<file path="src/rtl/fifo_drain_controller_pkg.sv">
// Shared definitions for the fifo drain controller and other fifo consumers.
package fifo_drain_controller_pkg;

  // Fixed BRAM read latency seen by every consumer of the capture fifo.
  localparam int READ_LATENCY_DEFAULT = 3;

  // Drain sequencer states.
  typedef enum logic [1:0] {
    ST_IDLE  = 2'd0,
    ST_RUN   = 2'd1,
    ST_FLUSH = 2'd2
  } drain_state_t;

endpackage

</file>
<file path="src/rtl/fifo_drain_controller_skid.sv">
// Small register-based FIFO that absorbs fifo read returns until the
// downstream accepts them. The caller guarantees no push when full and no
// pop when empty.
module drain_skid_buffer #(
  parameter int WIDTH = 8,
  parameter int DEPTH = 4,
  parameter int CW    = $clog2(DEPTH + 1)
) (
  input  logic             clk,
  input  logic             rst,
  input  logic             push,
  input  logic [WIDTH-1:0] push_data,
  input  logic             pop,
  output logic [WIDTH-1:0] head,
  output logic [CW-1:0]    count,
  output logic             empty
);

  localparam int PW = (DEPTH > 1) ? $clog2(DEPTH) : 1;

  logic [WIDTH-1:0] r_mem [DEPTH];
  logic [PW-1:0]    r_rd_ptr;
  logic [PW-1:0]    r_wr_ptr;
  logic [CW-1:0]    r_count;

  function automatic logic [PW-1:0] next_ptr(input logic [PW-1:0] p);
    return (p == PW'(DEPTH - 1)) ? '0 : p + PW'(1);
  endfunction

  // Storage write; data registers carry no reset.
  always_ff @(posedge clk) begin
    if (push) r_mem[r_wr_ptr] <= push_data;
  end

  // Pointer and occupancy bookkeeping.
  always_ff @(posedge clk) begin
    if (rst) begin
      r_rd_ptr <= '0;
      r_wr_ptr <= '0;
      r_count  <= '0;
    end else begin
      if (push) r_wr_ptr <= next_ptr(r_wr_ptr);
      if (pop)  r_rd_ptr <= next_ptr(r_rd_ptr);
      case ({push, pop})
        2'b10:   r_count <= r_count + CW'(1);
        2'b01:   r_count <= r_count - CW'(1);
        default: r_count <= r_count;
      endcase
    end
  end

  assign head  = r_mem[r_rd_ptr];
  assign count = r_count;
  assign empty = (r_count == '0);

endmodule

</file>
<file path="src/rtl/fifo_drain_controller.sv">
// Drains a commanded number of words from the BRAM fifo onto a ready/valid
// stream, hiding the read latency with credit-limited issue into a skid buffer.
module fifo_drain_controller
  import fifo_drain_controller_pkg::*;
#(
  parameter int WIDTH        = 8,
  parameter int DEPTH        = 4096,
  parameter int READ_LATENCY = READ_LATENCY_DEFAULT
) (
  input  logic                       clk,
  input  logic                       rst,
  input  logic                       start,
  input  logic [$clog2(DEPTH):0]     length,
  output logic                       busy,
  output logic                       done,
  input  logic [WIDTH-1:0]           fifo_out,
  input  logic                       fifo_empty,
  output logic                       fifo_out_req,
  output logic [WIDTH-1:0]           m_data,
  output logic                       m_valid,
  input  logic                       m_ready
);

  localparam int AW         = $clog2(DEPTH);
  localparam int SKID_DEPTH = READ_LATENCY + 1;
  localparam int CW         = $clog2(SKID_DEPTH + 1);

  drain_state_t          r_state;
  drain_state_t          w_state_nxt;
  logic                  r_done;
  logic                  w_done_nxt;
  logic [AW:0]           r_remaining;
  logic [CW-1:0]         r_in_flight;
  logic [READ_LATENCY-1:0] r_tag;

  logic                  w_issue;
  logic                  w_return;
  logic                  w_pop;
  logic                  w_skid_empty;
  logic [CW-1:0]         w_skid_count;
  logic [WIDTH-1:0]      w_skid_head;
  logic [CW:0]           w_credit_used;

  assign w_return = r_tag[READ_LATENCY-1];
  assign w_pop    = !w_skid_empty && m_ready;

  // A slot being popped this cycle is already free for a new request, so the
  // loop sustains one word per cycle while the buffer still cannot overflow.
  assign w_credit_used = (CW+1)'(r_in_flight) + (CW+1)'(w_skid_count) - (CW+1)'(w_pop);

  assign w_issue = !rst && (r_state == ST_RUN) && (r_remaining != '0) && !fifo_empty &&
                   (w_credit_used < (CW+1)'(SKID_DEPTH));

  // Next-state and done-pulse decode.
  always_comb begin
    w_state_nxt = r_state;
    w_done_nxt  = 1'b0;
    case (r_state)
      ST_IDLE: begin
        if (start) begin
          if (length != '0) w_state_nxt = ST_RUN;
          else              w_done_nxt  = 1'b1;
        end
      end
      ST_RUN: begin
        if (w_issue && (r_remaining == (AW+1)'(1))) w_state_nxt = ST_FLUSH;
      end
      ST_FLUSH: begin
        if ((r_in_flight == '0) && (w_skid_count == CW'(1)) && w_pop) begin
          w_state_nxt = ST_IDLE;
          w_done_nxt  = 1'b1;
        end
      end
      default: w_state_nxt = ST_IDLE;
    endcase
  end

  // State and done registers.
  always_ff @(posedge clk) begin
    if (rst) begin
      r_state <= ST_IDLE;
      r_done  <= 1'b0;
    end else begin
      r_state <= w_state_nxt;
      r_done  <= w_done_nxt;
    end
  end

  // Words still to request; loaded on an accepted start.
  always_ff @(posedge clk) begin
    if (rst) begin
      r_remaining <= '0;
    end else if ((r_state == ST_IDLE) && start && (length != '0)) begin
      r_remaining <= length;
    end else if (w_issue) begin
      r_remaining <= r_remaining - (AW+1)'(1);
    end
  end

  // Requests issued whose data has not yet returned.
  always_ff @(posedge clk) begin
    if (rst) begin
      r_in_flight <= '0;
    end else begin
      case ({w_issue, w_return})
        2'b10:   r_in_flight <= r_in_flight + CW'(1);
        2'b01:   r_in_flight <= r_in_flight - CW'(1);
        default: r_in_flight <= r_in_flight;
      endcase
    end
  end

  // Tag delay line marking the cycle each request's data appears on fifo_out.
  always_ff @(posedge clk) begin
    if (rst) begin
      r_tag <= '0;
    end else begin
      r_tag[0] <= w_issue;
      for (int i = 1; i < READ_LATENCY; i++) r_tag[i] <= r_tag[i-1];
    end
  end

  drain_skid_buffer #(
    .WIDTH (WIDTH),
    .DEPTH (SKID_DEPTH),
    .CW    (CW)
  ) u_skid (
    .clk       (clk),
    .rst       (rst),
    .push      (w_return),
    .push_data (fifo_out),
    .pop       (w_pop),
    .head      (w_skid_head),
    .count     (w_skid_count),
    .empty     (w_skid_empty)
  );

  assign fifo_out_req = w_issue;
  assign busy         = (r_state != ST_IDLE);
  assign done         = r_done;
  assign m_valid      = !w_skid_empty;
  assign m_data       = m_valid ? w_skid_head : '0;

endmodule
</file>
<file path="config.mk">
export PLATFORM = sky130hd
export DESIGN_NAME = fifo_drain_controller
export DESIGN_NICKNAME = d
export VERILOG_FILES = /design/src/rtl/fifo_drain_controller_pkg.sv /design/src/rtl/fifo_drain_controller_skid.sv /design/src/rtl/fifo_drain_controller.sv
export SDC_FILE = /design/constraint.sdc
export NUM_CORES = 1
export LEC_CHECK = 0
export ABC_AREA = 1
export BUFFER_PORTS_ARGS = -buffer_cell sky130_fd_sc_hd__buf_2
export CORE_ASPECT_RATIO = 0.5
export CORE_MARGIN = 8
export CORE_UTILIZATION = 59
export CTS_CLUSTER_SIZE = 8
export DETAILED_ROUTE_END_ITERATION = 6
export GPL_ROUTABILITY_DRIVEN = 0
export PLACE_DENSITY = 0.8
export REMOVE_ABC_BUFFERS = 1
export SLEW_MARGIN = 20
export SYNTH_ARGS = -nofsm -noshare
export SYNTH_HDL_FRONTEND = slang
export SYNTH_SLANG_ARGS = --single-unit
export TNS_END_PERCENT = 1
</file>
<file path="constraint.sdc">
create_clock -name clk -period 5 [get_ports clk]
set_input_delay 0.5 -clock clk [delete_from_list [all_inputs] [get_ports clk]]
set_output_delay 0.5 -clock clk [all_outputs]
set_load 0.02 [all_outputs]
</file>
==> results.sh <==
export IMPL_hold_end="u_skid.r_mem[0][6]"
export IMPL_coreArea_mm2=0.00554
export IMPL_crit_arrival_ns=3.55
export IMPL_cts_buffer_depth=2
export IMPL_critical_path_class="reg -> reg"
export IMPL_ys_seq_area_frac=0.464
export IMPL_timing_fmax_mhz=300
export IMPL_reg2reg_depth=22
export IMPL_endpoint_kind="register"
export IMPL_dieArea_mm2=0.00862
export IMPL_rows=19
export IMPL_routed_top_layer="met4"
export IMPL_critical_path_required_ns=5.21
export IMPL_fin_crit_ns=3.34
export IMPL_initial_utilization=0.616
export IMPL_synth_flop_cell="edfxtp_1"
export IMPL_powerDensity_mw_per_mm2=509
export IMPL_hold_path_cell_count=1
export IMPL_ctsHtreeMaxLevel=3
export IMPL_io_buffers=37
export IMPL_maxCapViolations=0
export IMPL_synthArstFlopShare=0
export IMPL_syn_avg_cell_area_um2=8.44
export IMPL_grt_pass1_vias=2752
export IMPL_fill_cells=452
export IMPL_tritoncts="done"
export IMPL_grt_max_degree=26
export IMPL_crit_fanout=9
export IMPL_rr_startpoint="u_skid.count[0]"
export IMPL_yosysTopAreaCellShare=0.282
export IMPL_period_share=0.668
export IMPL_r2r_end="r_in_flight[2]"
export IMPL_netlist_top_cells_area="edfxtp_1 28%, dfxtp_1 18%, nor2_1 7.8%"
export IMPL_status="finished, final reports clean"
export IMPL_fin_nets=484
export IMPL_syn_inst=404
export IMPL_yosysWarningCount=0
export IMPL_track_usage=0.178
export IMPL_area_growth_pct=15.2
export IMPL_viasPerCell=5.31
export IMPL_dr_wl_met3_um=473
export IMPL_finClkSkew_ns=0.00567
export IMPL_yosysTopAreaCell="edfxtp_1"
export IMPL_clk_latency_ns=0.33
export IMPL_drt_initial_drc_count=150
export IMPL_wl_per_cell_um=14.0
export IMPL_ff2ff_setup_slack_ns=1.66
export IMPL_met2_length_um=3590
export IMPL_final_hold_violation_count=0
export IMPL_cpPeakStageDelay_ns=0.43
export IMPL_clk_pin_slew_worst_paths_ns=0.06
export IMPL_ctsResizeCount=0
export IMPL_path_cells="inv_1, ha_1, nand2_4, nand2_4, inv_1, nand2_1, ha_1, nand2_1, inv_1, nand3_4, nand2_2, nand2_2, nand2_2, nor2_4, nand2_4, ha_1, inv_1, fa_1, a21oi_1, o21ai_0, o21ai_0, a21oi_1"
export IMPL_synthTopCellsByCount="71 x nor2_1, 50 x inv_1, 49 x nand2_1, 34 x o21ai_0, 32 x edfxtp_1"
export IMPL_clock_sinks=63
export IMPL_finish_utilization=0.710
export IMPL_drtAntennaViolNets=0
export IMPL_syn_area_mm2=0.00341
export IMPL_dp_hpwl_um=5220
export IMPL_wl_met1_um=3110
export IMPL_cts_setup_buffers=0
export IMPL_drive_above_1_share=0.211
export IMPL_grt_antenna_before_repair=0
export IMPL_worstHoldPathType="in -> reg"
export IMPL_cts_root_buf="clkbuf_16"
export IMPL_design_portCount=38
export IMPL_dr_pass1_iters=4
export IMPL_rsz0062_at_grt="no"
export IMPL_grt_ovfl_total=0
export IMPL_die_h_um=69.8
export IMPL_synth_edff_count=32
export IMPL_relSlewSlack=0.584
export IMPL_cp_slowest_cell="dfxtp_1"
export IMPL_synth_cell_types=37
export IMPL_grt_first_pass_wirelength_um=12200
export IMPL_totalWireLength_um=7250
export IMPL_finalSetupViolations=0
export IMPL_ys_ff_latch=63
export IMPL_holdBufCountCts=0
export IMPL_worstSetupStartpointType="register"
export IMPL_cts_buffers=9
export IMPL_yosysMostFrequentCell="nor2_1"
export IMPL_leakage_nw=1.74
export IMPL_drv_slew=0
export IMPL_holdCritStartpoint="fifo_out[6]"
export IMPL_vias=2754
export IMPL_peakVddDrop_uv=271
export IMPL_diodes=0
export IMPL_die_w_um=124
export IMPL_fin_setup_tns_ns=0
export IMPL_cpMostUsedCell="inv_1"
export IMPL_worstMarginPinSlew_ns=0.623
export IMPL_drc_errors=0
cell usage in the layout, fill, tap and decap left out, types with 3 or more instances in the layout:
master      n
nor2_1     71
nor3_1      3
clkbuf_16   9
o21ai_0    34
nand2_4     6
nor2_4      4
inv_1      50
dfxtp_1    31
edfxtp_1   32
nand2_2    13
nand3_1    22
a21oi_1    21
clkinv_4    3
xor2_1      7
ha_1       16
a21oi_2     7
nand3_2     3
nand4_1     3
nand2_1    49
buf_2      37
flip-flops by register name (all words and copies together), names as in the netlist, named ones only:
register	count
r_in_flight	3
r_state	2
r_remaining	13
u_skid.r_wr_ptr	2
done	1
r_tag	3
u_skid.count	3
u_skid.r_rd_ptr	2
u_skid.r_mem	32
how the worst max path moves through the flow:
stage                         start             end  cells past startpoint
CTS                 u_skid.count[0]  r_in_flight[2]                     22
detailed placement  u_skid.count[0]  r_in_flight[2]                     22
global placement    u_skid.count[0]  r_in_flight[2]                     22
floorplan           u_skid.count[0]  r_in_flight[2]                     22
global route        u_skid.count[0]  r_in_flight[2]                     22
finish              u_skid.count[0]  r_in_flight[2]                     22
metrics by stage:
| stage | setup WS [ns] | instance area (µm²) | power [mW] | hold WS [ns] | std cells |
|---|---|---|---|---|---|
| finish | 1.66 | 3930 | 2.00 | 0.388 | 519 |
| global route | 1.39 | 3930 | 2.12 | 0.381 | 519 |
| CTS | 1.68 | 3930 | 2.01 | 0.378 | 519 |
| detailed placement | 1.67 | 3630 | 1.39 | 0.403 | 503 |
| global placement | 1.88 | 3630 | 1.35 | 0.391 | 503 |
| floorplan | 1.95 | 3350 | 1.20 | 0.388 | 393 |
cell type report:
class	count	area, µm²	share of cell area
clock buffers	9	225	0.0573
clock inverters	7	73.8	0.0188
repair buffers	37	185	0.0471
multi-input cells	278	1580	0.401
flip-flops and latches	63	1580	0.402
inverters	52	195	0.0497
well taps	73	91.3	0.0232
worst max-delay path: cells and delay by family, from the launching register on:
kind                       cells  cell delay, ns
adders and majority gates      4            1.09
and+or+nand+nor               10            0.75
buffers and inverters          4            0.49
AOI/OAI and AO/OA              4            0.47
DFF                            1            0.43
routing by layer:
metal / GRT usage / up-vias
li1: - / 1392
met1: 0.190 / 1291
met2: 0.312 / 62
met3: 0.0690 / 9
met4: 0.0675 / 0
met5: 0 / -
cell families (layout without fill, tap and decap cells):
kind of cell,count (synthesis),after routing,synth area share
AO/OA/AOI/OAI,69,69,0.114
AND/OR/NAND/NOR,184,184,0.263
XOR/XNOR,8,8,0.0205
flip-flops,63,63,0.464
adder cells (fa/ha/maj),17,17,0.0646
buffers and inverters,63,105,0.0737
where the power goes:
group | total, mW | switching (mW) | internal, mW
sequential | 0.642 | 0.0566 | 0.585
clock | 0.619 | 0.233 | 0.386
combinational | 0.739 | 0.484 | 0.256
total | 2.00 | 0.774 | 1.23
Note: power is estimated with default switching activity, not from simulation.
